`src/rtl/pipelined_multiplexer_if.sv`:
```
// pipelined_multiplexer_if: beat-side and output-side handshake signals of the registered mux
interface pipelined_multiplexer_if #(
  parameter int DATA_WIDTH = 32,
  parameter int NUM_INPUTS = 5,
  parameter int SEL_WIDTH  = 3
);
  logic [NUM_INPUTS*DATA_WIDTH-1:0] IN_BUS;
  logic [SEL_WIDTH-1:0]             SELECT;
  logic                             IN_VALID;
  logic                             IN_READY;
  logic                             FLUSH;
  logic [DATA_WIDTH-1:0]            OUT;
  logic                             OUT_VALID;
  logic                             OUT_READY;
  logic                             SEL_ERROR;
  modport master (
    output IN_BUS, SELECT, IN_VALID, FLUSH, OUT_READY,
    input  IN_READY, OUT, OUT_VALID, SEL_ERROR
  );
  modport slave (
    input  IN_BUS, SELECT, IN_VALID, FLUSH, OUT_READY,
    output IN_READY, OUT, OUT_VALID, SEL_ERROR
  );
endinterface

```
`src/rtl/pipelined_multiplexer.sv`:
```
// pipelined_multiplexer: registered N-way mux with valid/ready and a 2-entry skid buffer.
// Optional MUX_ERR_COUNT_EN adds a saturating ERR_COUNT of accepted out-of-range selects.
module pipelined_multiplexer #(
  parameter int                    DATA_WIDTH    = 32,
  parameter int                    NUM_INPUTS    = 5,
  parameter int                    SEL_WIDTH     = 3,
  parameter logic [DATA_WIDTH-1:0] DEFAULT_VALUE = '0
) (
  input logic CLK,
  input logic RESET,
`ifdef MUX_ERR_COUNT_EN
  output logic [15:0] ERR_COUNT,
`endif
  pipelined_multiplexer_if.slave bus
);
  logic [DATA_WIDTH-1:0] sel_data, main_data, skid_data;
  logic sel_ok, main_err, main_valid, skid_err, skid_valid, acc;
  assign sel_ok = 32'(bus.SELECT) < NUM_INPUTS;
  always_comb begin
    sel_data = DEFAULT_VALUE;
    for (int k = 0; k < NUM_INPUTS; k++)
      if (32'(bus.SELECT) == k) sel_data = bus.IN_BUS[k*DATA_WIDTH +: DATA_WIDTH];
  end
  // a beat presented during FLUSH is dropped, so it is never an accept
  assign acc = bus.IN_VALID && !skid_valid && !bus.FLUSH;
  always_ff @(posedge CLK)
    if (RESET) begin
      main_data  <= '0;
      main_err   <= 1'b0;
      main_valid <= 1'b0;
      skid_data  <= '0;
      skid_err   <= 1'b0;
      skid_valid <= 1'b0;
    end else if (bus.FLUSH) begin
      main_valid <= 1'b0;
      skid_valid <= 1'b0;
    end else if (!main_valid || bus.OUT_READY) begin
      if (skid_valid) begin
        main_data  <= skid_data;
        main_err   <= skid_err;
        main_valid <= 1'b1;
        skid_valid <= 1'b0;
      end else begin
        main_valid <= acc;
        if (acc) begin
          main_data <= sel_data;
          main_err  <= !sel_ok;
        end
      end
    end else if (acc) begin
      skid_data  <= sel_data;
      skid_err   <= !sel_ok;
      skid_valid <= 1'b1;
    end
`ifdef MUX_ERR_COUNT_EN
  always_ff @(posedge CLK)
    if (RESET) ERR_COUNT <= '0;
    else if (acc && !sel_ok && ERR_COUNT != 16'hFFFF) ERR_COUNT <= ERR_COUNT + 16'd1;
`endif
  assign bus.OUT       = main_data;
  assign bus.SEL_ERROR = main_err;
  assign bus.OUT_VALID = main_valid;
  assign bus.IN_READY  = !skid_valid;
endmodule
```
`src/flat_wrapper.sv`:
```
// flat-port wrapper written by rule: the top's interface ports become plain ports
module pipelined_multiplexer_flat 
#(
  parameter int                    DATA_WIDTH    = 32,
  parameter int                    NUM_INPUTS    = 5,
  parameter int                    SEL_WIDTH     = 3,
  parameter logic [DATA_WIDTH-1:0] DEFAULT_VALUE = '0
)
  (CLK, RESET, bus_IN_BUS, bus_SELECT, bus_IN_VALID, bus_FLUSH, bus_OUT_READY, bus_IN_READY, bus_OUT, bus_OUT_VALID, bus_SEL_ERROR);
  pipelined_multiplexer_if #(.DATA_WIDTH(DATA_WIDTH), .NUM_INPUTS(NUM_INPUTS), .SEL_WIDTH(SEL_WIDTH)) bus_i ();
  input logic CLK;
  input logic RESET;
  input wire logic [$bits(bus_i.IN_BUS)-1:0] bus_IN_BUS;
  input wire logic [$bits(bus_i.SELECT)-1:0] bus_SELECT;
  input wire logic [$bits(bus_i.IN_VALID)-1:0] bus_IN_VALID;
  input wire logic [$bits(bus_i.FLUSH)-1:0] bus_FLUSH;
  input wire logic [$bits(bus_i.OUT_READY)-1:0] bus_OUT_READY;
  output wire logic [$bits(bus_i.IN_READY)-1:0] bus_IN_READY;
  output wire logic [$bits(bus_i.OUT)-1:0] bus_OUT;
  output wire logic [$bits(bus_i.OUT_VALID)-1:0] bus_OUT_VALID;
  output wire logic [$bits(bus_i.SEL_ERROR)-1:0] bus_SEL_ERROR;
  assign bus_i.IN_BUS = bus_IN_BUS;
  assign bus_i.SELECT = bus_SELECT;
  assign bus_i.IN_VALID = bus_IN_VALID;
  assign bus_i.FLUSH = bus_FLUSH;
  assign bus_i.OUT_READY = bus_OUT_READY;
  assign bus_IN_READY = bus_i.IN_READY;
  assign bus_OUT = bus_i.OUT;
  assign bus_OUT_VALID = bus_i.OUT_VALID;
  assign bus_SEL_ERROR = bus_i.SEL_ERROR;
  pipelined_multiplexer #(.DATA_WIDTH(DATA_WIDTH), .NUM_INPUTS(NUM_INPUTS), .SEL_WIDTH(SEL_WIDTH), .DEFAULT_VALUE(DEFAULT_VALUE)) u_core (.CLK(CLK), .RESET(RESET), .bus(bus_i));
endmodule
```
`config.mk`:
```
export PLATFORM = sky130hd
export DESIGN_NAME = pipelined_multiplexer_flat
export DESIGN_NICKNAME = d
export VERILOG_FILES = /design/src/rtl/pipelined_multiplexer_if.sv /design/src/rtl/pipelined_multiplexer.sv /design/src/flat_wrapper.sv
export SDC_FILE = /design/constraint.sdc
export NUM_CORES = 1
export LEC_CHECK = 0
export CAP_MARGIN = 15
export CELL_PAD_IN_SITES_DETAIL_PLACEMENT = 1
export CELL_PAD_IN_SITES_GLOBAL_PLACEMENT = 2
export CORE_UTILIZATION = 24
export CTS_CLUSTER_DIAMETER = 80
export DETAILED_ROUTE_END_ITERATION = 7
export PLACE_DENSITY_LB_ADDON = 0.05
export SLEW_MARGIN = 20
export SYNTH_ARGS = -nofsm -noshare
export SYNTH_HDL_FRONTEND = slang
export SYNTH_SLANG_ARGS = --single-unit
```
`constraint.sdc`:
```
create_clock -name CLK -period 2.1 [get_ports CLK]
set_input_delay 0.42 -clock CLK [delete_from_list [all_inputs] [get_ports CLK]]
set_output_delay 0.42 -clock CLK [all_outputs]
set_load 0.005 [all_outputs]
```
==> results.ini <==
[sta]
timing.final.crit_period_ns=2.022
post-route-period-util_pct=96.26
finalClockSkew_ns=0.004224
rsz0062_at_grt=true
fin_hold_ws_ns=0.4645
final_critical_path_setup_slack_ns=0.07846
hold_violations=0
finalSetupTns_ns=0
highest_clock_frequency_the_design_can_meet_mhz=494.7
timing.max_slew.rel_slack_pct=39.51
setup_viol=0
tightest_slew_ns=0.9052
final_max_slew_viol_count=0

[synth]
syn-mean-instance-area_um2=10.43
yosysTopAreaCell=sky130_fd_sc_hd__dfxtp_1
synthesis.area_mm2=0.004139
number_of_distinct_library_cell_variants_in_the_gate_level_netlist_after_synthesis=30
synth_sequential_area_ratio_pct=32.89
number_of_standard_cells_after_synthesis=397
synth_nets=565
synth.top_cell.area_share_pct=32.89
ys_warn_count=0
yosys-top-cells-area=sky130_fd_sc_hd__dfxtp_1 (33%), sky130_fd_sc_hd__mux4_2 (17%), sky130_fd_sc_hd__a2111oi_2 (9.4%), sky130_fd_sc_hd__a221o_1 (7.3%), sky130_fd_sc_hd__nor2_1 (6.3%)
postSynthRegisterBits=68

[setup_path]
crit_required_ns=2.38
cp-startpoint=bus_OUT_READY
worst_setup_path_end_kind=flip-flop
crit_slowest_cell=sky130_fd_sc_hd__nor2_4
r2r_start=u_core.bus.OUT_VALID$_SDFFE_PP0P_
timing.critical_path.max_delay_family=simple AND/OR/NAND/NOR gates
cp.arrival_ns=2.30
worstPathMaxFanout=30
cells_along_the_critical_path=clkdlybuf4s50_1 > and4bb_1 > and2_1 > nor2_4 > a221o_1
cp_num_buf_inv=1
start_kind=input pin
criticalPathCategory=input pin to flip-flop
critPathMaxStageDelay_ns=0.69

[finish]
post_route_cells_drive_above_1_share_pct=18.60
fillers=1831
most-common-layout-cells=sky130_fd_sc_hd__clkdlybuf4s50_1 (198), sky130_fd_sc_hd__nor2_1 (68), sky130_fd_sc_hd__dfxtp_1 (68)
design.final.nets=766
area_used_by_multi_input_combinational_logic_mm2=0.002562
final_area_mm2=0.006857
final_cells=823
layout-area-overhead-vs-synth_pct=65.66
mostFrequentLayoutCell=sky130_fd_sc_hd__clkdlybuf4s50_1
ff_latch_area_mm2=0.001361

[clock_tree]
clkLatencyLatePin_ns=0.34
worst_setup_hold_path_clk_slew_ns=0.05
clk_root_buffer_cell=sky130_fd_sc_hd__clkbuf_16
cts-buffers-inserted=9
post-cts-setup-buffer-count=0
ctsLongestPathBuffers=2
number_of_levels_the_h_tree_was_split_into=3
tritoncts=built
cts_num_sinks=68

[power_and_ir_drop]
worst_ir_drop_vdd_uv=400.3
netSwitchingPower_mw=0.9472
clk_network_pwr_share_pct=39.9
pwr_density_cell_mw_per_mm2=554.9
power_frac_seq_pct=36.0
power.share.combinational_pct=24.1
leakage_nw=2.346
p_sw_share_pct=24.90
p_int_mw=2.857

[global_route]
grt_max_degree=35
number_of_antenna_violations_at_the_first_check_in_global_routing=3
global_route_wire_length_before_repair_mm=27.21
grt.overflow.total=0
grt_pass1_vias=4808
grt_use_total_pct=20.09

[detailed_routing]
drcViolationCount=0
viasPerCell=5.191
ant_nets=0
detail_route.iter0.violations=173
detailroute.via_count=4272
wl_per_cell_um=21.04
wl_mm=17.32
drt_pass1_iterations=4

[floorplan]
die_h_um=133.3
placementRows=47
design.core.area_mm2=0.01670
dieArea_mm2=0.01777
start_util_pct=24.78
ios=203
fp.dieW_um=133.3

[placed_design]
place_hpwl_mm=12.27
placedInstanceArea_mm2=0.006569
preCtsSetupSlack_ns=-0.2577
routabilityCongestion=0.7134
placed_cells=807
place.port_buffers=202

[min_path]
min-delay-start=RESET
hold_path.class=input pin to flip-flop

[run_status]
outcome=finished, final reports clean

[job]
cap_viol_max_count=0

power groups by stage:
stage | clock [mW] | combinational (mW) | sequential (mW)
after floorplan | 0 | 0.371 | 1.40
after global routing | 1.62 | 0.981 | 1.38
after global placement | 0 | 0.912 | 1.40
after detailed placement | 0 | 0.924 | 1.40
final | 1.52 | 0.917 | 1.37
after CTS | 1.56 | 0.929 | 1.37
cell usage after synthesis:
| cell type | number |
|---|---|
| sky130_fd_sc_hd__nor2_1 | 69 |
| sky130_fd_sc_hd__clkbuf_1 | 21 |
| sky130_fd_sc_hd__a211oi_1 | 1 |
| sky130_fd_sc_hd__and4bb_1 | 1 |
| sky130_fd_sc_hd__nand2_1 | 3 |
| sky130_fd_sc_hd__a21oi_1 | 2 |
| sky130_fd_sc_hd__nor3b_1 | 1 |
| sky130_fd_sc_hd__a2111oi_1 | 4 |
| sky130_fd_sc_hd__buf_4 | 5 |
| sky130_fd_sc_hd__inv_1 | 2 |
| sky130_fd_sc_hd__mux4_2 | 32 |
| sky130_fd_sc_hd__a21boi_0 | 1 |
| sky130_fd_sc_hd__and3_1 | 1 |
| sky130_fd_sc_hd__o21bai_1 | 32 |
| sky130_fd_sc_hd__nor4_1 | 33 |
| sky130_fd_sc_hd__a311oi_1 | 2 |
| sky130_fd_sc_hd__dfxtp_1 | 68 |
| sky130_fd_sc_hd__buf_2 | 15 |
| sky130_fd_sc_hd__nor3b_2 | 2 |
| sky130_fd_sc_hd__a2111oi_0 | 2 |
| sky130_fd_sc_hd__nand3b_1 | 1 |
| sky130_fd_sc_hd__buf_6 | 3 |
| sky130_fd_sc_hd__and2_1 | 1 |
| sky130_fd_sc_hd__nand4_1 | 1 |
| sky130_fd_sc_hd__buf_1 | 1 |
| sky130_fd_sc_hd__a2111oi_2 | 26 |
| sky130_fd_sc_hd__nor3_4 | 1 |
| sky130_fd_sc_hd__nand2b_1 | 34 |
| sky130_fd_sc_hd__a221o_1 | 30 |
| sky130_fd_sc_hd__nor2b_1 | 2 |
logic make-up (layout without fill, tap and decap cells):
kind of cell | count (synthesis) | count (layout) | synth area share [%]
compound gates | 100 | 100 | 24.91
buf+inv | 47 | 252 | 5.713
flops | 68 | 68 | 32.89
mux | 32 | 32 | 17.41
other cells | 0 | 1 | 0
simple gates | 150 | 150 | 19.08
stage by stage:
step | utilization (%) | total power, mW
detailed placement | 39.33 | 2.322
floorplan | - | 1.768
finish | 41.05 | 3.805
global placement | 39.33 | 2.309
CTS | 41.04 | 3.859
global route | 41.05 | 3.975
sequential cells by signal, indices dropped and copies added, names as in the netlist:
name                  cells
u_core.bus.OUT           32
u_core.bus.OUT_VALID      1
u_core.bus.SEL_ERROR      1
u_core.skid_data         32
u_core.skid_err           1
u_core.skid_valid         1
metal layers:
layer  vias up  part of all wire (%)  GRT usage [%]
met5         -                  0.13              0
met4         4                   1.0          4.735
met3        18                   6.0          6.012
met2       127                    50          35.53
met1      2157                    43          23.67
li1       1966                     -              -
worst paths after layout:
kind | endpoint | slack (ns) | depth (start not counted)
worst max-delay path | u_core.skid_data[1]$_SDFFE_PP0P_ | 0.08 | 5
worst min-delay path | u_core.skid_err$_SDFFE_PP0P_ | 0.46 | 2
worst max register to register | u_core.skid_data[1]$_SDFFE_PP0P_ | 0.29 | 4
worst min register to register | u_core.skid_err$_SDFFE_PP0P_ | 0.49 | 2
worst reg2reg max path: stages, from the launching register on:
cell and delay (ns):
sky130_fd_sc_hd__dfxtp_1 0.34, sky130_fd_sc_hd__and4bb_1 0.23, sky130_fd_sc_hd__and2_1 0.19, sky130_fd_sc_hd__nor2_4 0.69, sky130_fd_sc_hd__a221o_1 0.30
layout make-up:
type,instances,area share (%)
multi-input cells,282,37.37
repair buffers,235,34.45
flip-flops and latches,68,19.85
well taps,220,4.015
clock buffers,13,3.650
clock inverters,2,0.5109
inverters,2,0.1095
diodes,1,0.03650
repair_timing:
| item | 4_1_cts | 5_1_grt |
|---|---|---|
| hold buffers | 0 | 0 |
| setup endpoints to repair | 0 | 6 |
| gates resized for setup | 0 | 0 |
No activity file was read; power rests on OpenSTA's default activity.
